<file path="config.mk">
export PLATFORM = sky130hd
export DESIGN_NAME = frame_sequencer
export DESIGN_NICKNAME = d
export VERILOG_FILES = /design/src/rtl/frame_sequencer.sv
export SDC_FILE = /design/constraint.sdc
export NUM_CORES = 1
export LEC_CHECK = 0
export BUFFER_PORTS_ARGS = -buffer_cell sky130_fd_sc_hd__buf_2
export CELL_PAD_IN_SITES_DETAIL_PLACEMENT = 0
export CELL_PAD_IN_SITES_GLOBAL_PLACEMENT = 1
export CORE_ASPECT_RATIO = 0.5
export CORE_UTILIZATION = 28
export CTS_BUF_LIST = sky130_fd_sc_hd__clkbuf_8
export DETAILED_ROUTE_END_ITERATION = 7
export GPL_TIMING_DRIVEN = 0
export PLACE_DENSITY = 0.88
export SYNTH_ARGS = -nofsm -noshare
export SYNTH_HDL_FRONTEND = slang
export SYNTH_SLANG_ARGS = --single-unit
export TNS_END_PERCENT = 30
</file>
<file path="constraint.sdc">
create_clock -name i_clk -period 4.1 [get_ports i_clk]
set_input_delay 0.82 -clock i_clk [delete_from_list [all_inputs] [get_ports i_clk]]
set_output_delay 0.82 -clock i_clk [all_outputs]
set_load 0.01 [all_outputs]
</file>
<file path="src/rtl/frame_sequencer.sv">
// Selects which of four frame sources drives the registered VGA RGB output. Frame changes take effect only at frame boundaries.
// Define FRAME_SEQ_FADE_EN to add a fade-out/fade-in transition around each frame change.
module frame_sequencer #(
    parameter int H_ACTIVE    = 640,
    parameter int V_ACTIVE    = 480,
    parameter int NUM_FRAMES  = 4,
    parameter int FADE_STEPS  = 8,
    parameter int RESET_FRAME = 0
) (
    input  logic        i_clk,
    input  logic        i_rst,
    input  logic [9:0]  i_x,
    input  logic [8:0]  i_y,
    input  logic        i_frame_end,
    input  logic        i_req_valid,
    input  logic [1:0]  i_req_frame,
    output logic        o_req_ready,
    input  logic [23:0] i_rgb_0,
    input  logic [23:0] i_rgb_1,
    input  logic [23:0] i_rgb_2,
    input  logic [23:0] i_rgb_3,
    output logic [23:0] o_rgb,
    output logic [1:0]  o_frame_sel,
    output logic        o_busy
);

    localparam int FRAME_W = $clog2(NUM_FRAMES);
    localparam int SHIFT   = $clog2(FADE_STEPS);
    localparam int LVL_W   = SHIFT + 1;

    localparam logic [9:0]         H_LIM     = 10'(H_ACTIVE);
    localparam logic [8:0]         V_LIM     = 9'(V_ACTIVE);
    localparam logic [FRAME_W-1:0] RST_SEL   = FRAME_W'(RESET_FRAME);
    localparam logic [LVL_W-1:0]   LVL_FULL  = LVL_W'(FADE_STEPS);
    localparam logic [LVL_W-1:0]   LVL_ONE   = LVL_W'(1);

`ifdef FRAME_SEQ_FADE_EN
    typedef enum logic [1:0] {IDLE, FADE_OUT, FADE_IN} state_t;
    logic [LVL_W-1:0] level, level_d;
`else
    typedef enum logic [0:0] {IDLE, PEND} state_t;
    wire  [LVL_W-1:0] level = LVL_FULL;
`endif

    state_t             state, state_d;
    logic [FRAME_W-1:0] sel, sel_d;
    logic [FRAME_W-1:0] pend, pend_d;
    logic [23:0]        rgb_q;
    logic [23:0]        src_rgb;
    logic               blank;

    // Each 8-bit channel is scaled by level/FADE_STEPS with a 13-bit product.
    function automatic logic [23:0] scale(input logic [23:0] c, input logic [LVL_W-1:0] lvl);
        logic [12:0] prod;
        logic [23:0] res;
        res = '0;
        for (int k = 0; k < 3; k++) begin
            prod = 13'(c[8*k +: 8]) * 13'(lvl);
            res[8*k +: 8] = 8'(prod >> SHIFT);
        end
        return res;
    endfunction

    always_comb begin
        // NOTE: every always_comb output gets a default first so no path leaves it unassigned (no latch).
        state_d = state;
        sel_d   = sel;
        pend_d  = pend;
`ifdef FRAME_SEQ_FADE_EN
        level_d = level;
`endif
        unique case (state)
            IDLE: begin
                // A frame-end pulse arriving with the request is deliberately not consumed here.
                if (i_req_valid) begin
                    pend_d = i_req_frame;
`ifdef FRAME_SEQ_FADE_EN
                    if (i_req_frame != sel) state_d = FADE_OUT;
`else
                    if (i_req_frame != sel) state_d = PEND;
`endif
                end
            end
`ifdef FRAME_SEQ_FADE_EN
            FADE_OUT: begin
                if (i_frame_end) begin
                    level_d = level - LVL_ONE;
                    if (level == LVL_ONE) begin
                        sel_d   = pend;
                        state_d = FADE_IN;
                    end
                end
            end
            FADE_IN: begin
                if (i_frame_end) begin
                    level_d = level + LVL_ONE;
                    if (level + LVL_ONE == LVL_FULL) state_d = IDLE;
                end
            end
`else
            PEND: begin
                if (i_frame_end) begin
                    sel_d   = pend;
                    state_d = IDLE;
                end
            end
`endif
            default: state_d = IDLE;
        endcase
    end

    always_comb begin
        src_rgb = i_rgb_0;
        case (sel)
            2'd0:    src_rgb = i_rgb_0;
            2'd1:    src_rgb = i_rgb_1;
            2'd2:    src_rgb = i_rgb_2;
            default: src_rgb = i_rgb_3;
        endcase
        blank = (i_x >= H_LIM) || (i_y >= V_LIM);
    end

    always_ff @(posedge i_clk) begin
        // NOTE: sequential state uses non-blocking assignments so every register samples pre-edge values.
        if (i_rst) begin
            state <= IDLE;
            sel   <= RST_SEL;
            pend  <= RST_SEL;
            rgb_q <= '0;
`ifdef FRAME_SEQ_FADE_EN
            level <= LVL_FULL;
`endif
        end else begin
            state <= state_d;
            sel   <= sel_d;
            pend  <= pend_d;
            rgb_q <= blank ? 24'h0 : scale(src_rgb, level);
`ifdef FRAME_SEQ_FADE_EN
            level <= level_d;
`endif
        end
    end

    assign o_rgb       = rgb_q;
    assign o_frame_sel = sel;
    assign o_busy      = (state != IDLE);
    assign o_req_ready = (state == IDLE);

endmodule
</file>
==> results.md <==
- Fraction of power spent switching nets: around a quarter
- Maximum number of pins on one net before global-route repair: 11
- CTS Root Cell: sky130_fd_sc_hd__clkbuf_8
- Area growth from synthesis to layout: 57.30%
- Cell count after placement: around 310
- Cell count after synthesis: approximately 110
- Number of vias per cell after detailed routing: 4.530
- Result of the run: finished clean
- Switching Power: between 150 and 200 µW
- Wire per inst: approximately 14 µm
- Count of final setup violators: 0
- Netlist Area Pre-Place: between 1000 and 1500 µm²
- DPL Wire Length: ~3800 µm
- Share of synthesized area occupied by flip-flops and latches: 38.93%
- Antenna violations before repair: 0
- Final weighted congestion in routability-driven placement: between 0.7 and 0.8
- Internal power of the cells: about 490 µW
- Clock tree buffer depth: 2
- Syn nets: roughly 230
- I/O Pins: about 150
- Via count of the first global-routing pass: approximately 1,400
- Starting Density: between 20% and 30%
- Post-detailed-placement cell area: between 2000 and 2500 µm²
- Worst slew pin tran: 0.5781 ns
- Unrepaired setup endpoints after global routing: no
- Routed wire length: ~4400 µm
- Antenna diodes: 0
- Number of iterations in the first detailed-routing pass: 4
- Crit path time final: about 1.8 ns
- Biggest area contributors in the synthesized netlist: sky130_fd_sc_hd__dfxtp_1, sky130_fd_sc_hd__mux4_2, sky130_fd_sc_hd__mux4_1
- Remaining global-route overflow: 0
- Final count of hold timing violations: 0
- Top post-synthesis cells by count: sky130_fd_sc_hd__dfxtp_1, sky130_fd_sc_hd__and3_1, sky130_fd_sc_hd__mux4_2
- Count of instances resized after the clock tree is built: 0
- Critical path type: primary input to flip-flop
- Initial DRC Count: 45
- Data required, critical path: between 4 and 5 ns
- Cts bufs inserted: 5
- Seq pwr share: between 40% and 50%
- Finished layout cell area: 2346 µm²
- Clk pwr share: between 30 and 40%
- Class of the most critical hold timing path: flip-flop to flip-flop
- Path depth of the worst reg2reg path: 4
- Combinational cell fraction of total power: roughly a fifth
- Final #Nets: 371
- Remaining design rule violation count: 0
- Clock latency on the worst-skew pair: ~0.28 ns
- CTS Sinks: 29
- Startpoint Class: primary input
- Placeable core area: 5022 µm²
- Fraction of synthesis flops using an asynchronous set or reset pin: 0%
- Worst path arrival time: around 2.0 ns
- Register bit total from synthesis: 29
- Type of element capturing the critical path: flip-flop
- Number of buffers inserted to repair setup after CTS: 0
- Number of warnings reported in the yosys synthesis log: 0
- Post-synthesis average cell area: between 10 and 15 µm²
- Part of the cycle the worst path needs: between 40% and 50%
- Critical path fanouts, max: 10
- Setup tns final: 0 ns
- Max transition margin: between 60% and 70%
- Number of I/O port buffers: ~140
- Most used flip-flop cell after synthesis: sky130_fd_sc_hd__dfxtp_1
- Worst clock skew: 0.004126 ns
- Cell variety after synth: 19
- Layout Cells excl Fill: ~320
- Die span in x: between 100 and 150 µm
- Number of maximum-capacitance constraint violations: 0
- Synth top area share: 38.93%
- Overall Global Routing Usage: around 15%
- Largest area contributor in the netlist: sky130_fd_sc_hd__dfxtp_1
- Fraction of layout cells with a size suffix above 1: 66.93%
- Power Density: approximately 280 nW/µm²
- Via count: 1,454
- Number of fill cells in the layout: 483
- Wire length of the first global-routing pass: 6396 µm
- Post-route core utilization: between 40% and 50%
- Fmax: 0.5627 GHz
- Most numerous cell in the Yosys netlist: sky130_fd_sc_hd__dfxtp_1
- Static leakage: 1.205 nW
- Number of pins exceeding their max-slew limit in the final report: 0
- Number of enable-type register cells in the synthesized netlist: 0
- Vert. Die Dim: roughly 54 µm
- Clk pin slew, worst setup/hold paths: approximately 0.06 ns
- TritonCTS clock tree: yes
- CTS H-tree depth: 2
- Placement Rows: 18
- Hold depth: 2
- Highest ir drop seen on vdd: 0.1331 mV
- Post-CTS Hold Buffers: 0
- Overall power: approximately 650 µW
- Number of routed nets with antenna violations: 0
- Die Footprint: approximately 5600 µm²
==> final timing paths <==
check	startpoint	to	slack (ns)
min	pend[1]	o_frame_sel[1]	0.47
max reg2reg	o_frame_sel[0]	o_rgb[4]	2.64
min reg2reg	pend[1]	o_frame_sel[1]	0.47
max	i_rst	o_rgb[15]	2.32
==> sequential cells by signal (all words and copies together), names as in the netlist <==
name         cells
pend             2
o_rgb           24
o_frame_sel      2
o_busy           1
==> logic make-up (layout without fill, tap and decap cells) <==
| kind of cell | Yosys count | count (layout) | synth area share, % |
|---|---|---|---|
| and+or+nand+nor | 33 | 33 | 12.84 |
| DFF | 29 | 29 | 38.93 |
| AOI/OAI and AO/OA | 6 | 6 | 2.265 |
| buffers and inverters | 11 | 155 | 5.704 |
| xor gates and xnor gates | 2 | 2 | 1.175 |
| muxes | 26 | 26 | 39.09 |
==> layout by cell type, fill, tap and decap left out <==
master and n:
sky130_fd_sc_hd__clkbuf_1 4, sky130_fd_sc_hd__clkinvlp_4 1, sky130_fd_sc_hd__and3_1 24, sky130_fd_sc_hd__buf_2 139, sky130_fd_sc_hd__xor2_1 2, sky130_fd_sc_hd__nor2b_1 1
sky130_fd_sc_hd__nand2_1 3, sky130_fd_sc_hd__o21ai_0 2, sky130_fd_sc_hd__nand3_1 2, sky130_fd_sc_hd__nand2b_1 1, sky130_fd_sc_hd__mux4_1 6, sky130_fd_sc_hd__buf_6 1
sky130_fd_sc_hd__buf_12 2, sky130_fd_sc_hd__inv_1 1, sky130_fd_sc_hd__a21oi_1 3, sky130_fd_sc_hd__a41oi_1 1, sky130_fd_sc_hd__mux4_2 18, sky130_fd_sc_hd__nor2_1 2
sky130_fd_sc_hd__clkinv_2 2, sky130_fd_sc_hd__clkbuf_8 5, sky130_fd_sc_hd__mux2i_1 2, sky130_fd_sc_hd__dfxtp_1 29
==> critical path, cell delays in order <==
cell and delay (ns):
sky130_fd_sc_hd__buf_2 0.14, sky130_fd_sc_hd__a41oi_1 0.46, sky130_fd_sc_hd__clkbuf_1 0.35, sky130_fd_sc_hd__and3_1 0.22
==> final cells by class <==
cell class	instances	area, µm²	share of cell area, %
multi-input combinational	67	825.8	35.20
timing repair buffer	136	680.7	29.01
sequential	29	580.6	24.75
tap	70	87.58	3.733
buffer	10	81.33	3.467
clock buffer	5	68.82	2.933
clock inverter	3	17.52	0.7467
inverter	1	3.754	0.1600
==> metal layers <==
| metal | vias up | global-route usage, % | wire length [µm] |
|---|---|---|---|
| met4 | 0 | 5.164 | 36 |
| met2 | 35 | 29.28 | 2384 |
| met5 | - | 0 | 0 |
| li1 | 713 | - | - |
| met1 | 702 | 17.37 | 1819 |
| met3 | 4 | 4.237 | 174 |
==> power groups by stage <==
stage               clock network [mW]  registers [mW]  logic [mW]
global placement                     0           0.307       0.123
global route                     0.246           0.303       0.137
CTS                              0.233           0.302       0.127
detailed placement                   0           0.308       0.127
floorplan                            0           0.315      0.0455
finish                           0.224           0.301       0.126
==> metrics by stage <==
step / setup slack (ns) / hold WS (ns)
after floorplan: 2.528 / 0.4368
after global placement: 2.106 / 0.4582
after detailed placement: 2.043 / 0.4642
after CTS: 2.333 / 0.4737
after global routing: 2.206 / 0.5072
final: 2.323 / 0.4735
No activity file was read; power rests on OpenSTA's default activity.
